### config.mk
export PLATFORM = sky130hd
export DESIGN_NAME = wallace_mult_pipe_flat
export DESIGN_NICKNAME = d
export VERILOG_FILES = /design/src/rtl/wallace_mult_if.sv /design/src/rtl/wallace_mult_pipe.sv /design/src/flat_wrapper.sv
export SDC_FILE = /design/constraint.sdc
export NUM_CORES = 1
export LEC_CHECK = 0
export CAP_MARGIN = 20
export CORE_MARGIN = 2
export CORE_UTILIZATION = 45
export DETAILED_ROUTE_END_ITERATION = 8
export GPL_TIMING_DRIVEN = 0
export PLACE_DENSITY_LB_ADDON = 0.05
export SYNTH_ARGS = -nofsm -noshare
export SYNTH_HDL_FRONTEND = slang
export SYNTH_SLANG_ARGS = --single-unit
### constraint.sdc
create_clock -name clk -period 7.1 [get_ports clk]
set_input_delay 1.065 -clock clk [delete_from_list [all_inputs] [get_ports clk]]
set_output_delay 1.065 -clock clk [all_outputs]
set_load 0.02 [all_outputs]
### src/rtl/wallace_mult_if.sv
// Handshake bundle between an operand producer and wallace_mult_pipe.
//   in_valid/in_ready   : operand handshake (in_a, in_b, in_signed[, in_tag])
//   out_valid/out_ready : product handshake (out_p[, out_tag])
// Modports: master = operand producer / product consumer, slave = multiplier.
// Optional macro WALLACE_MULT_TAG_EN adds the in_tag/out_tag pass-through.
interface wallace_mult_if #(
    parameter int unsigned WIDTH = 8
`ifdef WALLACE_MULT_TAG_EN
    ,
    parameter int unsigned TAG_W = 4
`endif
);
    localparam int unsigned OUT_W = 2 * WIDTH;

    logic             in_valid;
    logic             in_ready;
    logic [WIDTH-1:0] in_a;
    logic [WIDTH-1:0] in_b;
    logic             in_signed;
    logic             out_valid;
    logic             out_ready;
    logic [OUT_W-1:0] out_p;

`ifdef WALLACE_MULT_TAG_EN
    logic [TAG_W-1:0] in_tag;
    logic [TAG_W-1:0] out_tag;

    modport master (
        output in_valid, in_a, in_b, in_signed, in_tag, out_ready,
        input  in_ready, out_valid, out_p, out_tag
    );
    modport slave (
        input  in_valid, in_a, in_b, in_signed, in_tag, out_ready,
        output in_ready, out_valid, out_p, out_tag
    );
`else
    modport master (
        output in_valid, in_a, in_b, in_signed, out_ready,
        input  in_ready, out_valid, out_p
    );
    modport slave (
        input  in_valid, in_a, in_b, in_signed, out_ready,
        output in_ready, out_valid, out_p
    );
`endif
endinterface

### src/rtl/wallace_mult_pipe.sv
// Three-stage pipelined WIDTH x WIDTH Wallace-tree multiplier with a
// per-transaction signed/unsigned mode and valid/ready on both sides.
//   clk : rising-edge clock
//   rst : asynchronous active-high reset, flushes every stage
//   bus : wallace_mult_if.slave (operands in, product out)
// S1: Baugh-Wooley partial products + one 3:2 layer; S2: reduce to sum/carry;
// S3: carry-propagate add. The stall is global: every stage loads only when
// the output register is empty or being drained.
// Optional macro WALLACE_MULT_TAG_EN carries a TAG_W tag alongside the data.
module wallace_mult_pipe #(
    parameter int unsigned WIDTH = 8
`ifdef WALLACE_MULT_TAG_EN
    ,
    parameter int unsigned TAG_W = 4
`endif
) (
    input  logic          clk,
    input  logic          rst,
    wallace_mult_if.slave bus
);
    localparam int unsigned OUT_W = 2 * WIDTH;
    // WIDTH partial-product rows plus one row holding the sign-correction constants
    localparam int unsigned ROWS  = WIDTH + 1;
    // Rows left after the single 3:2 layer done in S1
    localparam int unsigned ROWS1 = ROWS - ROWS / 3;

    typedef logic [OUT_W-1:0]           row_t;
    typedef logic [ROWS-1:0][OUT_W-1:0] rows_t;

    // Baugh-Wooley matrix: cross terms with exactly one MSB operand bit are
    // inverted in signed mode, and 1s are added at columns WIDTH and OUT_W-1.
    function automatic rows_t pp_rows(input logic [WIDTH-1:0] a,
                                      input logic [WIDTH-1:0] b,
                                      input logic             sgn);
        rows_t r;
        logic  bit_v;
        r = '0;
        for (int unsigned i = 0; i < WIDTH; i++) begin
            for (int unsigned j = 0; j < WIDTH; j++) begin
                bit_v = a[j] & b[i];
                if (sgn && ((i == WIDTH - 1) != (j == WIDTH - 1))) begin
                    bit_v = ~bit_v;
                end
                r[i][i + j] = bit_v;
            end
        end
        r[WIDTH][WIDTH]     = sgn;
        r[WIDTH][OUT_W - 1] = sgn;
        return r;
    endfunction

    // One Wallace layer over the first n rows: each group of three rows goes
    // through a row of full adders (bit positions holding constant zeros
    // collapse to half adders); leftover rows pass straight through.
    function automatic rows_t csa_layer(input rows_t in_r, input int unsigned n);
        rows_t       out_r;
        row_t        x;
        row_t        y;
        row_t        z;
        int unsigned m;
        out_r = '0;
        m     = 0;
        for (int unsigned g = 0; g < ROWS / 3; g++) begin
            if (3 * g + 2 < n) begin
                x            = in_r[3 * g];
                y            = in_r[3 * g + 1];
                z            = in_r[3 * g + 2];
                out_r[m]     = x ^ y ^ z;
                out_r[m + 1] = ((x & y) | (x & z) | (y & z)) << 1;
                m            = m + 2;
            end
        end
        for (int unsigned k = 0; k < ROWS; k++) begin
            if (k >= 3 * (n / 3) && k < n) begin
                out_r[m] = in_r[k];
                m        = m + 1;
            end
        end
        return out_r;
    endfunction

    // Repeated layers until two rows remain; returns {carry, sum}.
    function automatic logic [2*OUT_W-1:0] reduce_two(input rows_t in_r,
                                                      input int unsigned n);
        rows_t       r;
        int unsigned cnt;
        r   = in_r;
        cnt = n;
        for (int unsigned l = 0; l < ROWS; l++) begin
            if (cnt > 2) begin
                r   = csa_layer(r, cnt);
                cnt = cnt - cnt / 3;
            end
        end
        return {r[1], r[0]};
    endfunction

    // Rows above ROWS1 in the S1 register are always zero and trim away.
    logic  s1_valid_q;
    rows_t s1_rows_q;
    rows_t s1_rows_d;
    logic  s2_valid_q;
    row_t  s2_sum_q;
    row_t  s2_carry_q;
    row_t  s2_sum_d;
    row_t  s2_carry_d;
    logic  out_valid_q;
    row_t  out_p_q;
    row_t  out_p_d;
    logic  adv;

    // Global pipeline enable
    assign adv = !out_valid_q || bus.out_ready;

    // Stage logic feeding each register bank
    always_comb begin
        s1_rows_d              = csa_layer(pp_rows(bus.in_a, bus.in_b, bus.in_signed), ROWS);
        {s2_carry_d, s2_sum_d} = reduce_two(s1_rows_q, ROWS1);
        out_p_d                = s2_sum_q + s2_carry_q;
    end

    // Data and valid pipeline
    always_ff @(posedge clk or posedge rst) begin
        if (rst) begin
            s1_valid_q  <= 1'b0;
            s1_rows_q   <= '0;
            s2_valid_q  <= 1'b0;
            s2_sum_q    <= '0;
            s2_carry_q  <= '0;
            out_valid_q <= 1'b0;
            out_p_q     <= '0;
        end else if (adv) begin
            s1_valid_q  <= bus.in_valid;
            s1_rows_q   <= s1_rows_d;
            s2_valid_q  <= s1_valid_q;
            s2_sum_q    <= s2_sum_d;
            s2_carry_q  <= s2_carry_d;
            out_valid_q <= s2_valid_q;
            out_p_q     <= out_p_d;
        end
    end

`ifdef WALLACE_MULT_TAG_EN
    logic [TAG_W-1:0] s1_tag_q;
    logic [TAG_W-1:0] s2_tag_q;
    logic [TAG_W-1:0] out_tag_q;

    // Tag rides alongside the data through every stage
    always_ff @(posedge clk or posedge rst) begin
        if (rst) begin
            s1_tag_q  <= '0;
            s2_tag_q  <= '0;
            out_tag_q <= '0;
        end else if (adv) begin
            s1_tag_q  <= bus.in_tag;
            s2_tag_q  <= s1_tag_q;
            out_tag_q <= s2_tag_q;
        end
    end

    assign bus.out_tag = out_tag_q;
`endif

    assign bus.in_ready  = adv;
    assign bus.out_valid = out_valid_q;
    assign bus.out_p     = out_p_q;

endmodule

### src/flat_wrapper.sv
// flat-port wrapper written by rule: the top's interface ports become plain ports
module wallace_mult_pipe_flat 
#(
    parameter int unsigned WIDTH = 8

)
  (clk, rst, bus_in_valid, bus_in_a, bus_in_b, bus_in_signed, bus_out_ready, bus_in_ready, bus_out_valid, bus_out_p);
  wallace_mult_if #(.WIDTH(WIDTH)) bus_i ();
  input  logic clk;
  input  logic rst;
  input wire logic [$bits(bus_i.in_valid)-1:0] bus_in_valid;
  input wire logic [$bits(bus_i.in_a)-1:0] bus_in_a;
  input wire logic [$bits(bus_i.in_b)-1:0] bus_in_b;
  input wire logic [$bits(bus_i.in_signed)-1:0] bus_in_signed;
  input wire logic [$bits(bus_i.out_ready)-1:0] bus_out_ready;
  output wire logic [$bits(bus_i.in_ready)-1:0] bus_in_ready;
  output wire logic [$bits(bus_i.out_valid)-1:0] bus_out_valid;
  output wire logic [$bits(bus_i.out_p)-1:0] bus_out_p;
  assign bus_i.in_valid = bus_in_valid;
  assign bus_i.in_a = bus_in_a;
  assign bus_i.in_b = bus_in_b;
  assign bus_i.in_signed = bus_in_signed;
  assign bus_i.out_ready = bus_out_ready;
  assign bus_in_ready = bus_i.in_ready;
  assign bus_out_valid = bus_i.out_valid;
  assign bus_out_p = bus_i.out_p;
  wallace_mult_pipe #(.WIDTH(WIDTH)) u_core (.clk(clk), .rst(rst), .bus(bus_i));
endmodule
==> results of run 1 <==
-- final timing paths --
kind                                            startpoint                         endpoint  slack (ns)  depth (start not counted)
hold / removal             u_core.bus.out_p[4]$_DFFE_PP0P_  u_core.bus.out_p[4]$_DFFE_PP0P_        0.47                          2
hold reg to reg            u_core.bus.out_p[4]$_DFFE_PP0P_  u_core.bus.out_p[4]$_DFFE_PP0P_        0.47                          2
max in group asynchronous                              rst  u_core.s1_rows_q[8]$_DFFE_PP0P_        5.35                          3
setup / recovery                             bus_out_ready                     bus_in_ready        3.17                          5
min in group asynchronous                              rst  u_core.bus.out_p[5]$_DFFE_PP0P_        1.08                          2
setup reg to reg           u_core.s1_rows_q[8]$_DFFE_PP0P_   u_core.s2_sum_q[8]$_DFFE_PP0P_        4.92                          5
-- where the power goes --
part	total (mW)	internal (mW)	leakage (nW)	switching (mW)
sequential	0.852	0.748	1.24	0.105
combinational	1.11	0.470	1.97	0.641
clock	0.499	0.291	0.146	0.209
-- sequential cells by signal, summed over array words and instances (netlist names) --
| register | flops |
|---|---|
| u_core.bus.out_p | 16 |
| u_core.bus.out_valid | 1 |
| u_core.s1_rows_q | 53 |
| u_core.s1_valid_q | 1 |
| u_core.s2_carry_q | 11 |
| u_core.s2_sum_q | 16 |
| u_core.s2_valid_q | 1 |
-- placed cells by master, fill, tap and decap left out, types with 2 or more instances in the layout --
cell type	count
sky130_fd_sc_hd__nand2b_1	3
sky130_fd_sc_hd__o22ai_1	2
sky130_fd_sc_hd__xor2_1	6
sky130_fd_sc_hd__nor3_2	2
sky130_fd_sc_hd__nand3_1	6
sky130_fd_sc_hd__a21o_1	2
sky130_fd_sc_hd__nor2_1	12
sky130_fd_sc_hd__nor3_1	3
sky130_fd_sc_hd__inv_1	16
sky130_fd_sc_hd__clkdlybuf4s50_1	35
sky130_fd_sc_hd__a21oi_1	13
sky130_fd_sc_hd__mux2i_1	2
sky130_fd_sc_hd__clkbuf_1	11
sky130_fd_sc_hd__and2_1	46
sky130_fd_sc_hd__o21ai_1	2
sky130_fd_sc_hd__nand2_1	262
sky130_fd_sc_hd__ha_1	33
sky130_fd_sc_hd__clkbuf_16	9
sky130_fd_sc_hd__o21ai_0	14
sky130_fd_sc_hd__dfrtp_1	99
sky130_fd_sc_hd__buf_2	15
sky130_fd_sc_hd__xnor2_1	15
sky130_fd_sc_hd__o211ai_1	2
sky130_fd_sc_hd__clkbuf_8	2
sky130_fd_sc_hd__fa_1	38
-- per-layer routing --
metal | part of all wire (%) | track usage, % | vias up
met3 | 3.6 | 3.06 | 20
met2 | 47 | 35.8 | 76
li1 | - | - | 2014
met1 | 47 | 29.1 | 2004
met4 | 2.3 | 9.33 | 0
met5 | 0 | 0 | -
-- kinds of logic (layout without fill, tap and decap cells) --
| family | count (synthesis) | after routing |
|---|---|---|
| buf+inv | 43 | 94 |
| simple gates | 339 | 339 |
| compound gates | 39 | 39 |
| fa+ha+maj | 71 | 71 |
| flops | 99 | 99 |
| mux | 2 | 2 |
| xor+xnor | 21 | 21 |
-- stage by stage --
stage	cells	total power [mW]	util, %
finish	837	2.46	52.7
global route	837	2.68	52.7
CTS	837	2.49	52.7
detailed placement	822	1.97	50.3
global placement	821	1.94	50.1
floorplan	614	1.60	-
-- final cells by class --
| cell class | count | area (µm²) |
|---|---|---|
| timing repair buffer | 36 | 378 |
| sequential | 99 | 2480 |
| clock buffer | 13 | 260 |
| tap | 172 | 215 |
| buffer | 25 | 116 |
| fill | 1246 | 5920 |
| clock inverter | 2 | 35.0 |
| inverter | 18 | 70.1 |
| multi-input combinational | 472 | 3040 |
-- critical path: cells and delay by family --
kind	cells	cell delay, ns
buffers and inverters	4	1.56
and+or+nand+nor	1	0.24
==> impl_metrics.prom, run 1 <==
# TYPE chip_impl_metric gauge
chip_impl_info{name="status",value="finished clean"} 1
chip_impl_metric{name="synth.cell_area",unit="mm²"} 0.00570
chip_impl_metric{name="cpPeakStageDelay",unit="ns"} 0.65
chip_impl_metric{name="slew_viol_final",unit=""} 0
chip_impl_metric{name="finish.instance_area",unit="mm²"} 0.00659
chip_impl_metric{name="place.gp.congestion",unit=""} 0.810
chip_impl_metric{name="rows",unit=""} 41
chip_impl_metric{name="slew_at_the_pin_closest_to_its_max_slew_limit",unit="ns"} 0.661
chip_impl_info{name="yosysTopAreaCell",value="sky130_fd_sc_hd__dfrtp_1"} 1
chip_impl_metric{name="syn_area_per_cell",unit="µm²"} 9.29
chip_impl_metric{name="fraction_of_synthesis_flops_using_an_asynchronous_set_or_reset_pin",unit="%"} 100
chip_impl_info{name="timing_worst_setup_path_type",value="input pin to output port"} 1
chip_impl_metric{name="synthAdderAreaFrac",unit="%"} 20.6
chip_impl_metric{name="max-clock-path-buffers",unit=""} 2
chip_impl_metric{name="numPortBuffers",unit=""} 35
chip_impl_metric{name="cts-htree-levels",unit=""} 3
chip_impl_metric{name="synth-compound-area-share",unit="%"} 3.93
chip_impl_metric{name="worst_skew_pair.late_latency",unit="ns"} 0.34
chip_impl_metric{name="cts_buffers",unit=""} 9
chip_impl_metric{name="finish.net_count",unit=""} 753
chip_impl_metric{name="dp_hpwl",unit="mm"} 9.80
chip_impl_metric{name="final_worst_path_setup_slack",unit="ns"} 3.17
chip_impl_metric{name="placeableCoreArea",unit="mm²"} 0.0125
chip_impl_metric{name="drv.max_cap_violation_count",unit=""} 0
chip_impl_metric{name="irDropWorstVdd",unit="mV"} 0.118
chip_impl_metric{name="post_cts_resize_count",unit=""} 0
chip_impl_info{name="yosysMostFrequentCell",value="sky130_fd_sc_hd__nand2_1"} 1
chip_impl_metric{name="slew_headroom",unit="%"} 55.9
chip_impl_metric{name="detail_route.drc_violations",unit=""} 0
chip_impl_info{name="synth_top_family_by_area",value="simple AND/OR/NAND/NOR gates"} 1
chip_impl_metric{name="max_freq",unit="MHz"} 254
chip_impl_info{name="synth_commonest_cells",value="sky130_fd_sc_hd__nand2_1 (262), sky130_fd_sc_hd__dfrtp_1 (99), sky130_fd_sc_hd__and2_1 (46)"} 1
chip_impl_metric{name="dp_worst_setup_slack",unit="ns"} 3.15
chip_impl_metric{name="area_of_the_die",unit="mm²"} 0.0136
chip_impl_metric{name="via_per_inst",unit=""} 4.92
chip_impl_metric{name="grt_first_pass_wirelength",unit="mm"} 22.1
chip_impl_metric{name="clkTransAtPathRegs",unit="ns"} 0.06
chip_impl_info{name="cts_root_buf",value="sky130_fd_sc_hd__clkbuf_16"} 1
chip_impl_info{name="timing.critical_path.from_type",value="input pin"} 1
chip_impl_info{name="synth-main-ff-cell",value="sky130_fd_sc_hd__dfrtp_1"} 1
chip_impl_metric{name="insertedDiodeCount",unit=""} 0
chip_impl_metric{name="drtPass1Iterations",unit=""} 4
chip_impl_metric{name="power.density",unit="mW/mm²"} 373
chip_impl_metric{name="worstPathMaxFanout",unit=""} 10
chip_impl_metric{name="dpl-instance-area",unit="mm²"} 0.00630
chip_impl_metric{name="total_routing_usage_reported_by_global_routing",unit="%"} 21.8
chip_impl_metric{name="routed-via-count",unit=""} 4114
chip_impl_metric{name="initial_utilization",unit="%"} 45.6
chip_impl_metric{name="area_growth_syn_to_layout",unit="%"} 15.6
chip_impl_metric{name="grt_start_max_net_pins",unit=""} 70
chip_impl_info{name="netlist_top_cells_area",value="sky130_fd_sc_hd__dfrtp_1 (43%), sky130_fd_sc_hd__nand2_1 (17%), sky130_fd_sc_hd__fa_1 (13%)"} 1
chip_impl_metric{name="synth_xor_xnor_area_share",unit="%"} 3.23
chip_impl_metric{name="critical_path_arrival",unit="ns"} 2.87
chip_impl_metric{name="critPathRequiredTime",unit="ns"} 6.03
chip_impl_info{name="grt_setup_unrepaired",value="false"} 1
chip_impl_metric{name="final.setup.tns",unit="ns"} 0
chip_impl_metric{name="final_period_minus_worst_setup_slack",unit="ns"} 3.93
chip_impl_info{name="cpMostUsedCell",value="sky130_fd_sc_hd__clkdlybuf4s50_1"} 1
chip_impl_metric{name="synth_cells",unit=""} 614
chip_impl_info{name="path_cells",value="clkdlybuf4s50_1, and2b_1, inv_2, buf_2, clkdlybuf4s50_1"} 1
chip_impl_metric{name="postCtsHoldBufs",unit=""} 0
chip_impl_metric{name="io_pins",unit=""} 39
chip_impl_metric{name="top_area_cell_type_share_of_the_netlist_area",unit="%"} 43.4
chip_impl_metric{name="drt-wirelength-per-cell",unit="µm"} 15.9
chip_impl_metric{name="clock_sink_count",unit=""} 99
chip_impl_metric{name="drt_first_iter_violations",unit=""} 200
chip_impl_metric{name="finalHoldViolations",unit=""} 0
chip_impl_metric{name="wirelength",unit="mm"} 13.3
chip_impl_metric{name="die-width",unit="µm"} 117
chip_impl_info{name="end_kind",value="output port"} 1
chip_impl_metric{name="gr-total-overflow",unit=""} 0
chip_impl_metric{name="yosys_register_bits",unit=""} 99
chip_impl_info{name="cts_tree",value="yes"} 1
chip_impl_metric{name="number_of_global_route_vias_before_repair",unit=""} 4406
chip_impl_metric{name="synth_mux_area_share",unit="%"} 0.351
chip_impl_metric{name="finalClockSkew",unit="ns"} 0.00479
chip_impl_info{name="cpMaxStageDelayCell",value="sky130_fd_sc_hd__clkdlybuf4s50_1"} 1
chip_impl_metric{name="count_of_cell_types_in_the_netlist",unit=""} 33
chip_impl_info{name="hold_path.class",value="flop to flop"} 1
chip_impl_metric{name="min_period_over_period",unit="%"} 55.4
chip_impl_metric{name="grt_antenna_before_repair",unit=""} 0
chip_impl_metric{name="post-cts-setup-buffer-count",unit=""} 0
chip_impl_metric{name="yosys_warnings",unit=""} 0
chip_impl_metric{name="finalHoldWorstSlack",unit="ns"} 0.465
chip_impl_metric{name="drive_above_1_share",unit="%"} 5.56
chip_impl_metric{name="number_of_nets_produced_by_synthesis",unit=""} 706
chip_impl_metric{name="detail-route-antenna-nets",unit=""} 0
chip_impl_metric{name="cellLeakagePower",unit="nW"} 3.36
chip_impl_metric{name="die_span_in_y",unit="µm"} 117
chip_impl_metric{name="final_setup_vio_count",unit=""} 0
chip_impl_metric{name="synth_edf_count",unit=""} 0
chip_impl_metric{name="yosysSeqAreaShare",unit="%"} 43.4
chip_impl_metric{name="post_synthesis_simple_gate_area_fraction",unit="%"} 25.3
No activity file was read; power rests on OpenSTA's default activity.
==> run 2: changes to the inputs <==
clock period = 3.4 ns   (was 7.1 ns; I/O delays follow)
==> results of run 2 <==
The final DEF is identical to that of run 1. Status: finished clean.
Main changes from that run: setup slack after placement 3.15 ns -> 0.562 ns; setup slack after layout 3.17 ns -> 0.578 ns; register-to-register setup slack 4.92 ns -> 1.22 ns; total power 2.46 mW -> 5.14 mW; worst IR drop on VDD 0.118 mV -> 0.247 mV
==> run 3: changes to the inputs <==
clock period = 2.3 ns   (was 3.4 ns; I/O delays follow)
==> impl_metrics.prom, run 3 (synthesis results as in run 1) <==
# TYPE chip_impl_metric gauge
chip_impl_info{name="status",value="finished clean"} 1
chip_impl_info{name="cp_top_family",value="adder cells"} 1
chip_impl_metric{name="place_inst",unit=""} 823
chip_impl_metric{name="drtPass1Iterations",unit=""} 5
chip_impl_metric{name="slew_viol_final",unit=""} 0
chip_impl_metric{name="numPortBuffers",unit=""} 35
chip_impl_metric{name="detail_route.drc_violations",unit=""} 0
chip_impl_metric{name="drv.max_cap_violation_count",unit=""} 0
chip_impl_info{name="cpMaxStageDelayCell",value="sky130_fd_sc_hd__fa_1"} 1
chip_impl_metric{name="grt_antenna_before_repair",unit=""} 0
chip_impl_metric{name="cellLeakagePower",unit="nW"} 3.36
chip_impl_metric{name="largest_reg_flops",unit=""} 53
chip_impl_metric{name="final_period_minus_worst_setup_slack",unit="ns"} 2.16
chip_impl_metric{name="insertedDiodeCount",unit=""} 0
chip_impl_metric{name="die-width",unit="µm"} 117
chip_impl_metric{name="final.setup.tns",unit="ns"} 0
chip_impl_metric{name="wirelength",unit="mm"} 13.1
chip_impl_info{name="grt_setup_unrepaired",value="false"} 1
chip_impl_metric{name="finalClockSkew",unit="ns"} 0.00362
chip_impl_metric{name="gr-total-overflow",unit=""} 0
chip_impl_metric{name="detail-route-antenna-nets",unit=""} 0
chip_impl_metric{name="slew_at_the_pin_closest_to_its_max_slew_limit",unit="ns"} 0.680
chip_impl_info{name="timing.critical_path.from_type",value="flop"} 1
chip_impl_metric{name="clkTransAtPathRegs",unit="ns"} 0.07
chip_impl_info{name="mostFrequentLayoutCells",value="sky130_fd_sc_hd__nand2_1 (262), sky130_fd_sc_hd__dfrtp_1 (99), sky130_fd_sc_hd__and2_1 (46)"} 1
chip_impl_metric{name="number_of_global_route_vias_before_repair",unit=""} 4088
chip_impl_metric{name="area_of_the_die",unit="mm²"} 0.0136
chip_impl_metric{name="power.density",unit="mW/mm²"} 1130
chip_impl_metric{name="cts-htree-levels",unit=""} 3
chip_impl_metric{name="final_setup_vio_count",unit=""} 0
chip_impl_metric{name="max-clock-path-buffers",unit=""} 2
chip_impl_metric{name="worst_skew_pair.late_latency",unit="ns"} 0.35
chip_impl_info{name="cts_root_buf",value="sky130_fd_sc_hd__clkbuf_16"} 1
chip_impl_info{name="final_common_cell",value="sky130_fd_sc_hd__nand2_1"} 1
chip_impl_info{name="path_cells",value="fa_1, fa_1, fa_1, nand2_1, nand2_1"} 1
chip_impl_metric{name="place.gp.congestion",unit=""} 0.804
chip_impl_metric{name="area_growth_syn_to_layout",unit="%"} 15.8
chip_impl_metric{name="min_period_over_period",unit="%"} 93.8
chip_impl_metric{name="final_worst_path_setup_slack",unit="ns"} 0.142
chip_impl_metric{name="cp.buffers_inverters",unit=""} 0
chip_impl_metric{name="routed-via-count",unit=""} 4107
chip_impl_metric{name="finish.net_count",unit=""} 753
chip_impl_metric{name="cts_buffers",unit=""} 9
chip_impl_info{name="top_register",value="u_core.s1_rows_q"} 1
chip_impl_metric{name="clock_sink_count",unit=""} 99
chip_impl_metric{name="dp_worst_setup_slack",unit="ns"} -0.221
chip_impl_metric{name="io_pins",unit=""} 39
chip_impl_metric{name="drt_first_iter_violations",unit=""} 253
chip_impl_metric{name="fin_cells",unit=""} 838
chip_impl_metric{name="max_freq",unit="MHz"} 463
chip_impl_metric{name="n_fill_cell",unit=""} 1253
chip_impl_metric{name="post-cts-setup-buffer-count",unit=""} 0
chip_impl_info{name="cpMostUsedCell",value="sky130_fd_sc_hd__fa_1"} 1
chip_impl_metric{name="critical_path_arrival",unit="ns"} 2.44
chip_impl_metric{name="initial_utilization",unit="%"} 45.6
chip_impl_info{name="cts_tree",value="yes"} 1
chip_impl_metric{name="grt_first_pass_wirelength",unit="mm"} 21.1
chip_impl_metric{name="postCtsHoldBufs",unit=""} 0
chip_impl_info{name="timing_worst_setup_path_type",value="flop to flop"} 1
chip_impl_metric{name="via_per_inst",unit=""} 4.90
chip_impl_metric{name="total_routing_usage_reported_by_global_routing",unit="%"} 20.9
chip_impl_metric{name="finish.instance_area",unit="mm²"} 0.00661
chip_impl_metric{name="finalHoldViolations",unit=""} 0
chip_impl_metric{name="slew_headroom",unit="%"} 54.5
chip_impl_metric{name="worstPathMaxFanout",unit=""} 2
chip_impl_info{name="hold_path.class",value="input pin to flop"} 1
chip_impl_metric{name="dpl-instance-area",unit="mm²"} 0.00631
chip_impl_metric{name="grt_start_max_net_pins",unit=""} 42
chip_impl_metric{name="p_total",unit="mW"} 7.50
chip_impl_metric{name="drive_above_1_share",unit="%"} 5.71
chip_impl_metric{name="die_span_in_y",unit="µm"} 117
chip_impl_metric{name="placeableCoreArea",unit="mm²"} 0.0125
chip_impl_metric{name="critPathRequiredTime",unit="ns"} 2.59
chip_impl_metric{name="rows",unit=""} 41
chip_impl_metric{name="drt-wirelength-per-cell",unit="µm"} 15.6
chip_impl_metric{name="irDropWorstVdd",unit="mV"} 0.402
chip_impl_info{name="end_kind",value="flop"} 1
chip_impl_metric{name="cpPeakStageDelay",unit="ns"} 0.54
chip_impl_metric{name="dp_hpwl",unit="mm"} 9.87
## run 3: worst reg2reg max path: cells and delay by family, from the launching register on
family / cells / cell delay [ns]
adders and majority gates: 3 / 1.60
DFF: 1 / 0.40
and+or+nand+nor: 2 / 0.11
## run 3: cell type report
type                    count  area [µm²]  area share (%)
plain buffers              24         111            1.69
well taps                 172         215            3.26
clock buffers              15         288            4.36
repair buffers             37         393            5.95
multi-input cells         472        3040            46.1
clock inverters             1        5.00          0.0758
inverters                  18        73.8            1.12
flip-flops and latches     99        2480            37.5
## run 3: path summary, 6_finish.rpt
| check | cells past startpoint | start | to | slack [ns] |
|---|---|---|---|---|
| setup / recovery | 5 | u_core.s1_rows_q[7]$_DFFE_PP0P_ | u_core.s2_sum_q[7]$_DFFE_PP0P_ | 0.14 |
| hold / removal | 3 | bus_in_signed | u_core.s1_rows_q[89]$_DFFE_PP0P_ | 0.39 |
| setup reg to reg | 5 | u_core.s1_rows_q[7]$_DFFE_PP0P_ | u_core.s2_sum_q[7]$_DFFE_PP0P_ | 0.14 |
| hold reg to reg | 2 | u_core.s1_rows_q[0]$_DFFE_PP0P_ | u_core.s1_rows_q[0]$_DFFE_PP0P_ | 0.47 |
| max in group asynchronous | 4 | rst | u_core.s1_rows_q[79]$_DFFE_PP0P_ | 1.01 |
| min in group asynchronous | 2 | rst | u_core.bus.out_p[5]$_DFFE_PP0P_ | 0.45 |
## run 3: through the flow
stage          hold slack, ns  util (%)
6_report                0.393      52.8
5_1_grt                 0.430      52.8
4_1_cts                 0.384      52.7
3_5_place_dp            0.456      50.4
3_3_place_gp            0.448      50.1
2_1_floorplan           0.430         -
## run 3: where the power goes
| part | switching [mW] | internal, mW |
|---|---|---|
| clock network | 0.646 | 0.853 |
| registers | 0.321 | 2.31 |
| logic | 1.94 | 1.43 |
## run 3: repair_timing
| action | in CTS | in global routing |
|---|---|---|
| gates resized for setup | 1 | 1 |
| hold endpoints to repair | 0 | 0 |
| gates cloned | 0 | 0 |
| setup endpoints to repair | 1 | 1 |
## run 3: layer usage
layer	track usage (%)	vias to the layer above	share of wire, %
li1	-	2012	-
met1	29.7	1977	48
met2	32.6	98	45
met3	2.85	20	4.0
met4	8.47	0	2.3
met5	0	-	0
==> edit: new RTL, settings of run 3 <==
`WIDTH` is set to 8 in 3 places; all go to 12.
--- a/src/rtl/wallace_mult_if.sv
+++ b/src/rtl/wallace_mult_if.sv
@@ -4,7 +4,7 @@
 // Modports: master = operand producer / product consumer, slave = multiplier.
 // Optional macro WALLACE_MULT_TAG_EN adds the in_tag/out_tag pass-through.
 interface wallace_mult_if #(
-    parameter int unsigned WIDTH = 8
+    parameter int unsigned WIDTH = 12
 `ifdef WALLACE_MULT_TAG_EN
     ,
     parameter int unsigned TAG_W = 4
--- a/src/rtl/wallace_mult_pipe.sv
+++ b/src/rtl/wallace_mult_pipe.sv
@@ -8,7 +8,7 @@
 // the output register is empty or being drained.
 // Optional macro WALLACE_MULT_TAG_EN carries a TAG_W tag alongside the data.
 module wallace_mult_pipe #(
-    parameter int unsigned WIDTH = 8
+    parameter int unsigned WIDTH = 12
 `ifdef WALLACE_MULT_TAG_EN
     ,
     parameter int unsigned TAG_W = 4
--- a/src/flat_wrapper.sv
+++ b/src/flat_wrapper.sv
@@ -1,7 +1,7 @@
 // flat-port wrapper written by rule: the top's interface ports become plain ports
 module wallace_mult_pipe_flat 
 #(
-    parameter int unsigned WIDTH = 8
+    parameter int unsigned WIDTH = 12
 
 )
   (clk, rst, bus_in_valid, bus_in_a, bus_in_b, bus_in_signed, bus_out_ready, bus_in_ready, bus_out_valid, bus_out_p);
Interface: changed (resized bus_in_a, bus_in_b and bus_out_p); port bits go from 39 to 55. No check against the original RTL was run, so the function may have changed too.
==> edit against run 3 <==
  * Cell area is 100% higher
  * First-iteration DRC count up 110%
  * Critical endpoint is now u_core.s2_sum_q[14]$_DFFE_PP0P_
  * Combinational power rose to 3.1 times the old value
  * Clock power up 100%
  * Critical path depth increased by 5
  * Power increased by 140%
  * Area after synthesis up 100%
  * Worst hold slack worse by 0.11 ns
  * Largest power group unchanged
  * Critical path type unchanged
  * Via count is 110% higher
  * Sequential cell count increased by 75
  * Wire length rose to 2.5 times the old value
  * Core utilization grew 0.75 points
  * Global-route usage increased by 5.1 points
  * Setup slack worse by 0.66 ns
  * The run now ends with setup timing left
==> edit: results (changes against run 3) <==
critical_path:
  crit_slowest_cell: "fa_2"
  cp_max_fo: 2  # unchanged
  r2r-start: "u_core.s1_rows_q[134]$_DFFE_PP0P_"
  path_delay_family: "adder cells"
  startpoint: "u_core.s1_rows_q[134]$_DFFE_PP0P_"
  arrival_ns: 3.21  # +0.77 ns
  slowest_delay_ns: 0.57  # +0.03 ns
global_routing:
  grt_pass1_wl_um: 51000  # +140%
  grt_pass1_vias: 8925  # +120%
  grt_antenna_before_repair: 0  # unchanged
  grt_max_degree: 34  # -19%
  groute.usage.overall_pct: 26.0  # +5.1 points
min_path:
  min_path_type: "in -> async"
placement:
  place_hpwl_um: 25000  # +150%
  place.gp.congestion: 0.870  # +8.2%
  post-place-cells: 1637  # +99%
  port_buffers: 53  # +51%
cells_and_area:
  insertedDiodeCount: 0  # unchanged
  largest_reg_flops: 105  # +98%
  layout.nets: 1531  # +100%
  fill_cells: 2358  # +88%
  drive_gt1_share_pct: 10.2  # +4.5 points
  finalNonFillerCells: 1679  # +100%
power:
  switching_share_pct: 44.5  # +5.7 points
  peakVddDrop_uv: 509  # +27%
  cellLeakagePower_uw: 0.00658  # +96%
logic_synthesis:
  synth_cell_types: 52  # +58%
  ys_seq_area_share_pct: 37.9  # -5.6 points
  synth_common_cells: "nand2_1, dfrtp_1, fa_1"
  netlist_top_cells_area: "dfrtp_1, fa_1, nand2_1, ha_1, and2_1"
  synthCells: 1248  # +100%
  synthArstFlopShare_pct: 100  # unchanged
  synth_nets: 1443  # +100%
sta:
  setup_viol: 23  # +23
  final.setup.worst_slack_ns: -0.523  # -0.665 ns
  finalClockSkew_ns: 0.0176  # +0.0140 ns
  worstMarginPinSlew_ns: 0.906  # +0.226 ns
cts:
  cts_max_path_buffers: 2  # unchanged
  cts_buffers: 17  # +8
  cts_root_buf: "clkbuf_16"
  clkLatencyLatePin_ns: 0.45  # +0.10 ns
  cts_htree_levels: 4  # +1
  clk_pin_slew_worst_paths_ns: 0.08
routing:
  wirelength_um: 33100  # +150%
  num_vias: 8585  # +110%
  drt_iter0_markers: 519  # +110%
outcome:
  status: "finished, violations left"
  failed_checks: "setup timing"
==> edit: changes by cell type in the layout (fill, tap and decap cells not counted), moves of 26 or more <==
| cell | delta |
|---|---|
| dfrtp_1 | +74 |
| and2_1 | +55 |
| inv_1 | +60 |
| inv_2 | +26 |
| fa_1 | +48 |
| clkbuf_1 | +37 |
| nand2_1 | +140 |
==> edit: final timing paths <==
path | to | slack (ns) | cells after the start
max | u_core.s2_sum_q[14]$_DFFE_PP0P_ | -0.52 | 10
min in group clk | u_core.s1_rows_q[115]$_DFFE_PP0P_ | 0.34 | 3
min | u_core.s1_rows_q[110]$_DFFE_PP0P_ | 0.28 | 2
min reg2reg | u_core.s1_valid_q$_DFFE_PP0P_ | 0.47 | 2
max in group asynchronous | u_core.s1_rows_q[204]$_DFFE_PP0P_ | 0.83 | 6
max reg2reg | u_core.s2_sum_q[14]$_DFFE_PP0P_ | -0.52 | 10
==> edit: power groups by stage <==
stage / Clock [uW] / Combinational, uW / Sequential (uW)
after global placement: 0 / 9490 / 4720
after detailed placement: 0 / 9560 / 4750
final: 3030 / 10400 / 4680
after CTS: 3090 / 10000 / 4690
after global routing: 3210 / 11600 / 4820
after floorplan: 0 / 6130 / 4870
==> edit: layout make-up <==
class / count / area share (%)
multi-input cells: 899 / 49.1
flip-flops and latches: 174 / 32.4
repair buffers: 69 / 5.42
clock buffers: 17 / 3.17
well taps: 330 / 3.07
inverters: 103 / 2.91
plain buffers: 72 / 2.50
clock inverters: 15 / 1.43
==> edit: kinds of logic (layout without fill, tap and decap cells) <==
family	count (synthesis)	count (layout)	synth area share [%]
flops	174	174	37.9
simple gates	583	583	22.1
buf+inv	175	276	6.22
compound gates	120	120	6.73
fa+ha+maj	166	166	24.8
mux	1	1	0.0979
xor+xnor	29	29	2.21
==> edit: metrics by stage <==
step                      area, um^2  worst slack, ns  hold slack (ns)  TNS, ns
final                          13400           -0.523            0.284    -5.88
after global routing           13400           -0.599            0.319    -7.44
after CTS                      13300           -0.496            0.296    -5.92
after detailed placement       12600           -0.474            0.455   -32.14
after global placement         12500            -1.94            0.451  -365.62
after floorplan                11500           -0.324            0.430   -49.94
==> edit: what timing repair did <==
item | 4_1_cts | 5_1_grt
gates cloned | 0 | 0
resized for setup | 35 | 34
endpoints found under the hold margin | 0 | 0
pin swaps | 23 | 14
buffers inserted | 1 | 9
setup endpoints to repair | 41 | 48
==> edit: layer usage <==
layer | part of all wire (%) | global-route usage [%]
met1 | 45 | 35.1
met2 | 47 | 41.9
met3 | 4.8 | 4.77
met4 | 3.1 | 9.53
met5 | 0 | 0
